$ cat config.mk
export PLATFORM = sky130hd
export DESIGN_NAME = mem_access_unit
export DESIGN_NICKNAME = d
export VERILOG_FILES = /design/src/rtl/mau_pkg.sv /design/src/rtl/mau_be_gen.sv /design/src/rtl/mem_access_unit.sv
export SDC_FILE = /design/constraint.sdc
export NUM_CORES = 1
export LEC_CHECK = 0
export BUFFER_PORTS_ARGS = -buffer_cell sky130_fd_sc_hd__buf_2
export CORE_ASPECT_RATIO = 1.5
export CORE_MARGIN = 1.5
export CORE_UTILIZATION = 44
export CTS_CLUSTER_DIAMETER = 60
export DETAILED_ROUTE_END_ITERATION = 8
export MAX_ROUTING_LAYER = met4
export PLACE_DENSITY = 0.8
export SLEW_MARGIN = 0
export SYNTH_ARGS = -nofsm -noshare
export SYNTH_HDL_FRONTEND = slang
export SYNTH_SLANG_ARGS = --single-unit
$ cat constraint.sdc
create_clock -name clk -period 2.2 [get_ports clk]
set_input_delay 0.33 -clock clk [delete_from_list [all_inputs] [get_ports clk]]
set_output_delay 0.33 -clock clk [all_outputs]
set_load 0.05 [all_outputs]
$ cat src/rtl/mau_pkg.sv
// Shared encodings for the load/store sequencer: access sizes, fault codes,
// sequencer states and the byte-enable patterns the data memory expects.
package mau_pkg;

    typedef enum logic [1:0] {
        SZ_BYTE = 2'b00,
        SZ_HALF = 2'b01,
        SZ_WORD = 2'b10,
        SZ_ILL  = 2'b11
    } size_e;

    localparam logic [1:0] ERR_NONE     = 2'b00;
    localparam logic [1:0] ERR_MISALIGN = 2'b01;
    localparam logic [1:0] ERR_RANGE    = 2'b10;
    localparam logic [1:0] ERR_SIZE     = 2'b11;

    typedef enum logic [1:0] {
        ST_IDLE   = 2'b00,
        ST_ACCESS = 2'b01,
        ST_DONE   = 2'b10,
        ST_FAULT  = 2'b11
    } state_e;

    localparam logic [3:0] BE_NONE    = 4'b0000;
    localparam logic [3:0] BE_BYTE0   = 4'b0001;
    localparam logic [3:0] BE_HALF_LO = 4'b0011;
    localparam logic [3:0] BE_HALF_HI = 4'b1100;
    localparam logic [3:0] BE_WORD    = 4'b1111;

endpackage

$ cat src/rtl/mau_be_gen.sv
// Combinational size/address decode into byte enables and a fault code.
// A faulting request yields BE_NONE so nothing downstream can touch memory.
module mau_be_gen
    import mau_pkg::*;
#(
    parameter int DM_ADDR_W = 12
) (
    input  logic [1:0]  size,
    input  logic [31:0] addr,
    output logic [3:0]  be,
    output logic [1:0]  err_code
);

    logic out_of_range;
    logic misaligned;
    logic unused_mid_bits;

    assign out_of_range    = |addr[31:DM_ADDR_W];
    assign unused_mid_bits = ^addr[DM_ADDR_W-1:2];

    always_comb begin
        misaligned = 1'b0;
        be         = BE_NONE;
        case (size_e'(size))
            SZ_BYTE: be = BE_BYTE0 << addr[1:0];
            SZ_HALF: begin
                be         = addr[1] ? BE_HALF_HI : BE_HALF_LO;
                misaligned = addr[0];
            end
            SZ_WORD: begin
                be         = BE_WORD;
                misaligned = |addr[1:0];
            end
            default: be = BE_NONE;
        endcase

        // Priority: illegal size, then range, then alignment.
        if (size_e'(size) == SZ_ILL)
            err_code = ERR_SIZE;
        else if (out_of_range)
            err_code = ERR_RANGE;
        else if (misaligned)
            err_code = ERR_MISALIGN;
        else
            err_code = ERR_NONE;

        if (err_code != ERR_NONE)
            be = BE_NONE;
    end

endmodule

$ cat src/rtl/mem_access_unit.sv
// Load/store sequencer in front of the data memory: accepts one request,
// drives a single ACCESS cycle, then reports completion or fault.
module mem_access_unit
    import mau_pkg::*;
#(
    parameter int DM_ADDR_W = 12
) (
    input  logic        clk,
    input  logic        rst_n,
    input  logic        req_i,
    input  logic        we_i,
    input  logic [1:0]  size_i,
    input  logic        signed_i,
    input  logic [31:0] addr_i,
    input  logic [31:0] wdata_i,
    input  logic [31:0] dm_dout_i,
    output logic        busy_o,
    output logic        done_o,
    output logic        err_o,
    output logic [1:0]  err_code_o,
    output logic [31:0] rdata_o,
    output logic [9:0]  dm_addr_o,
    output logic [3:0]  dm_be_o,
    output logic [31:0] dm_din_o,
    output logic        dm_wr_o,
    output logic        dm_signed_o,
    output logic [1:0]  dbg_state_o
);

    // Handshake: a request is taken on any rising edge where req_i=1 and
    // busy_o=0; fields need only be valid in that cycle, and req_i while
    // busy_o=1 is dropped, never queued.
    state_e      state_q, state_d;
    logic        accept;
    logic        fault_q;
    logic        we_q;
    logic        signed_q;
    logic [9:0]  addr_q;
    logic [31:0] wdata_q;
    logic [31:0] rdata_q;
    logic [3:0]  be_q;
    logic [3:0]  be_dec;
    logic [1:0]  code_q;
    logic [1:0]  code_dec;

    mau_be_gen #(.DM_ADDR_W(DM_ADDR_W)) u_be_gen (
        .size     (size_i),
        .addr     (addr_i),
        .be       (be_dec),
        .err_code (code_dec)
    );

    assign accept  = (state_q == ST_IDLE) && req_i;
    assign fault_q = (code_q != ERR_NONE);

    always_ff @(posedge clk or negedge rst_n) begin
        if (!rst_n)
            state_q <= ST_IDLE;
        else
            state_q <= state_d;
    end

    // Faults also spend one cycle in ACCESS (with memory untouched) so that
    // every request completes at the same latency.
    always_comb begin
        state_d = state_q;
        case (state_q)
            ST_IDLE:   if (req_i) state_d = ST_ACCESS;
            ST_ACCESS: state_d = fault_q ? ST_FAULT : ST_DONE;
            ST_DONE:   state_d = ST_IDLE;
            ST_FAULT:  state_d = ST_IDLE;
            default:   state_d = ST_IDLE;
        endcase
    end

    always_comb begin
        busy_o  = (state_q != ST_IDLE);
        done_o  = 1'b0;
        err_o   = 1'b0;
        dm_wr_o = 1'b0;
        dm_be_o = BE_NONE;
        case (state_q)
            ST_ACCESS: begin
                dm_be_o = be_q;
                dm_wr_o = we_q & ~fault_q;
            end
            ST_DONE:  done_o = 1'b1;
            ST_FAULT: begin
                done_o = 1'b1;
                err_o  = 1'b1;
            end
            default: ;
        endcase
    end

    always_ff @(posedge clk or negedge rst_n) begin
        if (!rst_n) begin
            we_q     <= 1'b0;
            signed_q <= 1'b0;
            addr_q   <= '0;
            wdata_q  <= '0;
            be_q     <= BE_NONE;
            code_q   <= ERR_NONE;
            rdata_q  <= '0;
        end else begin
            if (accept) begin
                we_q     <= we_i;
                signed_q <= signed_i;
                addr_q   <= addr_i[11:2];
                wdata_q  <= wdata_i;
                be_q     <= be_dec;
                code_q   <= code_dec;
            end
            if (state_q == ST_ACCESS && !we_q && !fault_q)
                rdata_q <= dm_dout_i;
        end
    end

    assign err_code_o  = code_q;
    assign rdata_o     = rdata_q;
    assign dm_addr_o   = addr_q;
    assign dm_din_o    = wdata_q;
    assign dm_signed_o = signed_q;
    assign dbg_state_o = state_q;

endmodule
== Word-level counts from Yosys, hierarchy flattened ==
Index checks and enable logic that the tools add are counted.

* Register bits: 84
* Bits in read-only memories: 0
* Input bits: 103
* Word-level logic and storage cells: 45
* Output and inout bits: 87
* RAM bits: 0
* Memories kept: 0
* Latch bits: 0

* Shifts and indexed selects: 1
* Multipliers: 0
* Reduce and logical (&&, ||, !) cells: 13
* Multiplexer cells: 14
* Equality and inequality tests: 7
* Bitwise gates (word level): 2
* Add/sub/neg operators: 0
* Div/mod/pow operators: 0
* Magnitude comparators: 0

{| class="wikitable"
|+ Operators with widths
! kind !! number
|-
| 20-bit OR reduction || 1
|-
| 4-bit two-way mux || 3
|-
| 4-bit one-hot mux with 3 select lines || 1
|-
| 2-bit equality test (second input constant) || 4
|-
| 2-bit two-way mux || 3
|-
| 2-bit one-hot mux with 3 select lines || 1
|-
| 2-bit nonzero test || 3
|-
| 1-bit two-way mux || 5
|-
| 2-bit by 1-bit equality test with 1-bit output (second input constant) || 2
|-
| 2-bit logical NOT || 2
|-
| 2-bit OR reduction || 2
|-
| 1-bit by 2-bit left shift with 4-bit output (first input constant) || 1
|-
| 1-bit logical AND || 3
|-
| 1-bit logical NOT || 2
|-
| 2-bit inequality test (second input constant) || 1
|-
| 1-bit one-hot mux with 2 select lines || 1
|-
| 1-bit bitwise AND || 1
|-
| 1-bit inverter || 1
|}

== Logic depth before layout (Yosys ltp) ==
Gate-level depths: netlist of run 1.

* Word-level depth: 7
* Gate-level depth with buffers: 6
* Gate-level depth less buffers: 6

== Cells and area by module ==
Synthesis of run 1 repeated with hierarchy kept, for this count alone.

* Cells, all modules: 222
* Area total of the unflattened synthesis: 3439.5 µm²

{| class="wikitable"
|+ Modules (own cells, without submodules)
! module !! sequential area each (µm²) !! area each (µm²) !! cells each !! instances
|-
| mem_access_unit || 2102.0 || 3229.3 || 189 || 1
|-
| mau_be_gen || 0.0 || 210.2 || 33 || 1
|}

== Worst setup path after synthesis of run 1 ==
OpenSTA, ideal clock, no wires.

* Path type: register -> register
* From: register state_q[1] (netlist: dbg_state_o[1])
* To: register rdata_q[10] (netlist: rdata_o[10])
* Required time: 2075 ps
* Arrival time: 1756 ps
* Clock period less this slack: 1881 ps
* Stages on the path, launching flop included: 5
* Setup slack: 319 ps
* Setup time: 125 ps
* Path through: dfrtp_1 nand2b_1 nor4_2 buf_2 mux2_2

* Longest elaborated chain between the ends: 3

{| class="wikitable"
|+ Ends and longest elaborated chain
! what !! line !! text
|-
| from (decl) || mem_access_unit.sv:33 || <nowiki>state_e state_q, state_d;</nowiki>
|-
| from (signal assigned) || mem_access_unit.sv:60 || <nowiki>state_q <= state_d;</nowiki>
|-
| 2-bit by 1-bit equality test with 1-bit output || mem_access_unit.sv:114 || <nowiki>if (state_q == ST_ACCESS && !we_q && !fault_q)</nowiki>
|-
| 1-bit logical AND (2 in a row) || mem_access_unit.sv:114 ||
|-
| to (signal assigned) || mem_access_unit.sv:115 || <nowiki>rdata_q <= dm_dout_i;</nowiki>
|-
| to (decl) || mem_access_unit.sv:40 || <nowiki>logic [31:0] rdata_q;</nowiki>
|}

No other way between the ends.
A chain may end at the register's enable or synchronous reset.

== Worst setup path after layout of run 1 ==
* From: register state_q[1] (netlist: dbg_state_o[1])
* To: output port dm_wr_o

* Longest elaborated chain between the ends: 2

{| class="wikitable"
|+ Ends and longest elaborated chain
! what !! line !! text
|-
| 2-bit by 1-bit equality test with 1-bit output || mem_access_unit.sv:82 || <nowiki>case (state_q)</nowiki>
|-
| 1-bit two-way mux || mem_access_unit.sv:82 ||
|-
| to (decl) || mem_access_unit.sv:25 || <nowiki>output logic dm_wr_o,</nowiki>
|}

No other way between the ends.

==> results of run 1 <==
-- final cells by class --
class	instances	share of cell area
clock buffer	14	0.0329
clock inverter	2	0.00216
inverter	6	0.00486
multi-input combinational	218	0.261
sequential	84	0.453
tap	100	0.0270
timing repair buffer	196	0.219
-- layer usage --
metal  track usage  part of all wire  vias up
li1              -                 -     1420
met1         0.209              0.38     1360
met2         0.347              0.52      128
met3        0.0436             0.074       18
met4         0.113             0.025        0
met5             -                 0        -
-- worst min-delay path, stage by stage --
cell and delay, ns:
buf_2 0.07, nand2_1 0.04, nand2_1 0.04
-- kinds of logic after synthesis --
logic type | Yosys count
and+or+nand+nor | 164
DFF | 84
muxes | 32
buffers and inverters | 20
AOI/OAI and AO/OA | 18
adders and majority gates | 4
-- sequential cells by signal, summed over array words and instances, names as in the netlist --
signal and flops:
be_q 4, dbg_state_o 2, dm_addr_o 10, dm_din_o 32
dm_signed_o 1, err_code_o 2, rdata_o 32, we_q 1
-- final timing paths --
path | startpoint | end | slack [ns] | cells past startpoint
min | wdata_i[6] | dm_din_o[6]$_DFFE_PN0P_ | 0.16 | 3
min in group asynchronous | rst_n | rdata_o[24]$_DFFE_PN0P_ | 0.53 | 2
max in group asynchronous | rst_n | dm_din_o[30]$_DFFE_PN0P_ | 1.04 | 3
max | dbg_state_o[1]$_DFFE_PN0P_ | dm_wr_o | 0.24 | 4
min reg2reg | be_q[0]$_DFFE_PN0P_ | be_q[0]$_DFFE_PN0P_ | 0.48 | 2
max reg2reg | dbg_state_o[1]$_DFFE_PN0P_ | rdata_o[21]$_DFFE_PN0P_ | 0.46 | 4
-- per-stage QoR --
stage	instance area [um^2]	hold slack [ns]	setup slack [ns]	total power [mW]	instances
global route	4640	0.158	0.163	7.01	620
CTS	4640	0.150	0.228	6.74	620
detailed placement	4470	0.372	0.455	5.78	603
floorplan	3370	0.0344	0.319	4.86	322
global placement	4470	0.357	0.505	5.71	603
finish	4640	0.164	0.240	6.68	620
-- power by group --
group          internal [mW]  switching (mW)  total, mW
Sequential              2.05           0.302       2.36
Clock                  0.440           0.510      0.950
Combinational          0.744            2.63       3.37
-- Yosys cell counts, types with 3 or more instances --
master    count
inv_1         6
nor2_1        6
dfrtp_1      84
ha_1          4
and2_1        5
clkbuf_1     11
a21oi_1       4
o21ai_0       8
nand2_1     137
buf_2         3
mux2_2       30
nor4_1        3
-- what timing repair did --
item | in CTS | in global routing
setup buffers | 0 | 0
endpoints found under the hold margin | 44 | 0
hold buffers | 1 | 0
endpoints found under the setup margin | 0 | 0
==> results.yml, run 1 <==
clock_network:
  cts_tree: "yes"
  clk_latency_ns: 0.35
  cts.path.max_buffers: 2
  clkSinkCount: 84
  cts_resized: 0
  cts_root_buf: "clkbuf_8"
  path_clk_slew_ns: 0.08
  cts_buffers: 9
  htree_levels: 3
finish:
  area_growth_pct: 37.4
  final_common_cell: "buf_2"
  seqCellArea_um2: 2100
  antenna_cells: 0
  most-common-layout-cells: "188 x buf_2, 136 x nand2_1, 84 x dfrtp_1"
  final_layout_size_suffix_gt1_frac: 0.465
  post-route-util: 0.633
  multiInputGateArea_um2: 1210
  fill_cells: 623
  layout.nets: 622
sta:
  grt_setup_unrepaired: "false"
  hold_viol: 0
  slew_viol_final: 0
  fmax_mhz: 510
  period_share: 0.891
  fin_skew_ns: 0.00918
  tns_ns: 0
  slew_headroom: 0.617
  fin_crit_ns: 1.96
  final-setup-viol-count: 0
  tightest_slew_ns: 0.575
route:
  viasPerCell: 4.72
  dr_total_vias: 2926
  drc: 0
  avgRoutedWirePerCell_um: 13.0
  wirelength_um: 8040
  drt_iter0_markers: 61
  firstDrtPassIters: 4
  detail-route-antenna-nets: 0
grt:
  antenna_found_initial: 0
  grt_pass1_vias: 2863
  overflow: 0
  grt_start_max_net_pins: 46
  grt_pass1_wl_um: 12200
  grt.total_usage: 0.201
power:
  ir_worst_vdd_uv: 1050
  powerDensity_nw_per_um2: 1440
  p_leak_nw: 2.69
synth:
  synth-edff-count: 0
  synth_area_leader_cell: "dfrtp_1"
  syn_area_per_cell_um2: 10.5
  synth_fa_ha_area_frac: 0.0148
  synth-xor-area-share: 0
  seq_area_frac_synth: 0.623
  synth_mux_area_frac: 0.107
  syn_area_um2: 3370
  synth_compound_area_frac: 0.0308
  yosys-top-cells-area: "dfrtp_1 62%, nand2_1 15%, mux2_2 10%"
  synth_cell_types: 27
  ys_warn_count: 0
  synth_top_family_by_area: "simple AND/OR/NAND/NOR gates"
  synth_ff_type: "dfrtp_1"
  ys_seq_elements: 84
  netlist.area_leader.share: 0.623
  synth-simple-area-share: 0.201
  synth_fp_nets: 429
  async_flop_share: 1.00
  synth_cells: 322
setup_path:
  critPathTopFamily: "flip-flops"
  startpoint_type: "flop"
  crit_arrival_ns: 1.63
  path_max_fanout: 6
  cp_num_buf_inv: 2
  crit_required_ns: 1.87
  critPathCaptureType: "output port"
  worstSetupPathType: "reg2out"
  critPathMaxStageDelay_ns: 0.44
  path_cells: "nand2b_1 -> inv_1 -> and3_1 -> buf_2"
  critPathSlowestCell: "dfrtp_1"
worst_hold_path:
  hold_path_class: "in2reg"
floorplanning:
  placementRows: 38
  start_util: 0.461
  pin_count: 190
  die_w_um: 74.5
  die_y_um: 110
  core-area_um2: 7320
  die_area_um2: 8210
placed_design:
  hpwl_um: 6170
  port_buffers: 189
  place_congestion: 0.792
run:
  max_cap_violations: 0
outcome:
  status: "finished clean"
Power figures use the tool's default switching activity.
==> inputs of run 2 (changes only) <==
Clock period 2.2 ns to 1.84 ns, I/O delays scaled along.
==> run 2 against run 1 <==
  * Worst hold slack worse by 0.053 ns
  * Highest routed layer unchanged
  * Critical path depth stayed put
  * Critical endpoint unchanged
  * Cell area is 1.7% higher
==> results.yml, run 2 (synthesis gave the netlist of run 1 again) <==
grt:
  met1_usage: 0.214
  overflow: 0
  grt_pass1_wl_um: 12300
  met3_usage: 0.0382
  grt.total_usage: 0.205
  grt_util_met2: 0.360
  busiest_layer: "met2"
  antenna_found_initial: 0
  grt_start_max_net_pins: 48
  grt_pass1_vias: 2901
run:
  max_cap_violations: 0
setup_path:
  r2r-end: "rdata_o[17]$_DFFE_PN0P_"
  crit_required_ns: 1.56
  critPathTopFamily: "flip-flops"
  r2r_setup_slack_ns: 0.24
  reg2reg_depth: 4
  path_max_fanout: 6
  path_cells: "nand2b_2 -> inv_2 -> and3_1 -> buf_6"
  crit_arrival_ns: 1.46
  critPathMaxStageDelay_ns: 0.45
  critPathCaptureType: "output port"
  reg2reg_from: "dbg_state_o[1]$_DFFE_PN0P_"
  critPathSlowestCell: "dfrtp_2"
  startpoint_type: "flop"
  cp_num_buf_inv: 2
  worstSetupPathType: "reg2out"
  crit_cells: 4
floorplanning:
  die_w_um: 74.5
  start_util: 0.461
  core-area_um2: 7320
  placementRows: 38
  pin_count: 190
  die_y_um: 110
  die_area_um2: 8210
route:
  firstDrtPassIters: 4
  drc: 0
  wirelength_um: 8230
  detail-route-antenna-nets: 0
  viasPerCell: 4.76
  avgRoutedWirePerCell_um: 13.2
  dr_total_vias: 2959
  drt_iter0_markers: 109
finish:
  antenna_cells: 0
  most-common-layout-cells: "183 x buf_2, 137 x nand2_1, 82 x dfrtp_1"
  instances_no_fill: 621
  layout.nets: 623
  final_layout_size_suffix_gt1_frac: 0.478
  area_growth_pct: 39.8
  final_common_cell: "buf_2"
placed_design:
  hpwl_um: 6430
  dp_cells: 604
  port_buffers: 189
  place_congestion: 0.827
sta:
  fmax_mhz: 575
  fin_crit_ns: 1.74
  fin_skew_ns: 0.00850
  grt_setup_unrepaired: "false"
  period_share: 0.946
  final-setup-viol-count: 0
  slew_headroom: 0.668
  tightest_slew_ns: 0.498
  hold_viol: 0
  slew_viol_final: 0
  tns_ns: 0
worst_hold_path:
  hold_path_depth: 3
  min_from: "wdata_i[10]"
  hold_path_class: "in2reg"
  hold_end: "dm_din_o[10]$_DFFE_PN0P_"
power:
  p_leak_nw: 2.71
  powerDensity_nw_per_um2: 1740
  ir_worst_vdd_uv: 1100
clock_network:
  cts_root_buf: "clkbuf_8"
  cts.path.max_buffers: 2
  htree_levels: 3
  cts_tree: "yes"
  clkSinkCount: 84
  path_clk_slew_ns: 0.09
  post_cts_buffers: 0
  cts_buffers: 9
  clk_latency_ns: 0.35
outcome:
  status: "finished clean"
==> run 2: changes by cell type in the layout (fill, tap and decap cells not counted), sizes merged <==
| cell | change |
|---|---|
| clkinvlp | +1 |
| buf | +1 |
| clkbuf | -2 |
| bufinv | +1 |
==> run 2: how the worst max path moves through the flow <==
stage,slack [ns],from,endpoint
2_1_floorplan,0.05,err_code_o[1]$_DFFE_PN0P_,rdata_o[10]$_DFFE_PN0P_
3_3_place_gp,0.21,addr_i[13],err_code_o[0]$_DFFE_PN0P_
3_5_place_dp,0.12,addr_i[22],err_code_o[0]$_DFFE_PN0P_
4_1_cts,0.03,dbg_state_o[1]$_DFFE_PN0P_,dm_wr_o
5_1_grt,0.02,dbg_state_o[1]$_DFFE_PN0P_,dm_wr_o
6_report,0.1,dbg_state_o[1]$_DFFE_PN0P_,dm_wr_o
==> run 2: tightest hold or removal path, stage by stage <==
cell,delay (ns)
buf_2,0.07
nand2_1,0.04
nand2_1,0.04
==> run 2: report_power, final <==
group          switching [mW]  total (mW)  internal [mW]
Combinational            3.16        4.06          0.903
Sequential              0.354        2.81           2.46
Clock                   0.622        1.32          0.698
==> run 2: metrics by stage <==
stage	utilization	power [mW]	hold WS [ns]	instance area (um^2)	worst slack (ns)
CTS	0.643	8.27	0.0969	4710	0.0346
floorplan	-	5.82	-0.0196	3380	0.0506
global route	0.644	8.62	0.108	4720	0.0155
global placement	0.613	6.85	0.270	4490	0.211
detailed placement	0.613	6.94	0.275	4490	0.123
finish	0.644	8.19	0.111	4720	0.0998
==> run 2: routing by layer <==
layer / vias up / part of all wire
li1: 1422 / -
met1: 1381 / 0.37
met2: 138 / 0.54
met3: 18 / 0.067
met4: 0 / 0.024
met5: - / 0
==> run 2: what timing repair did <==
action                     CTS  global route
hold buffers                 1             0
gates cloned                 0             0
hold endpoints to repair    37             0
gates resized for setup      6             2
setup endpoints to repair    5             1
==> run 2: cell type report <==
cell class	count	area [um^2]
clock inverters	4	47.5
clock buffers	12	155
inverters	6	22.5
multi-input cells	218	1210
well taps	100	125
repair buffers	197	1050
fillers	635	2610
flip-flops and latches	84	2100
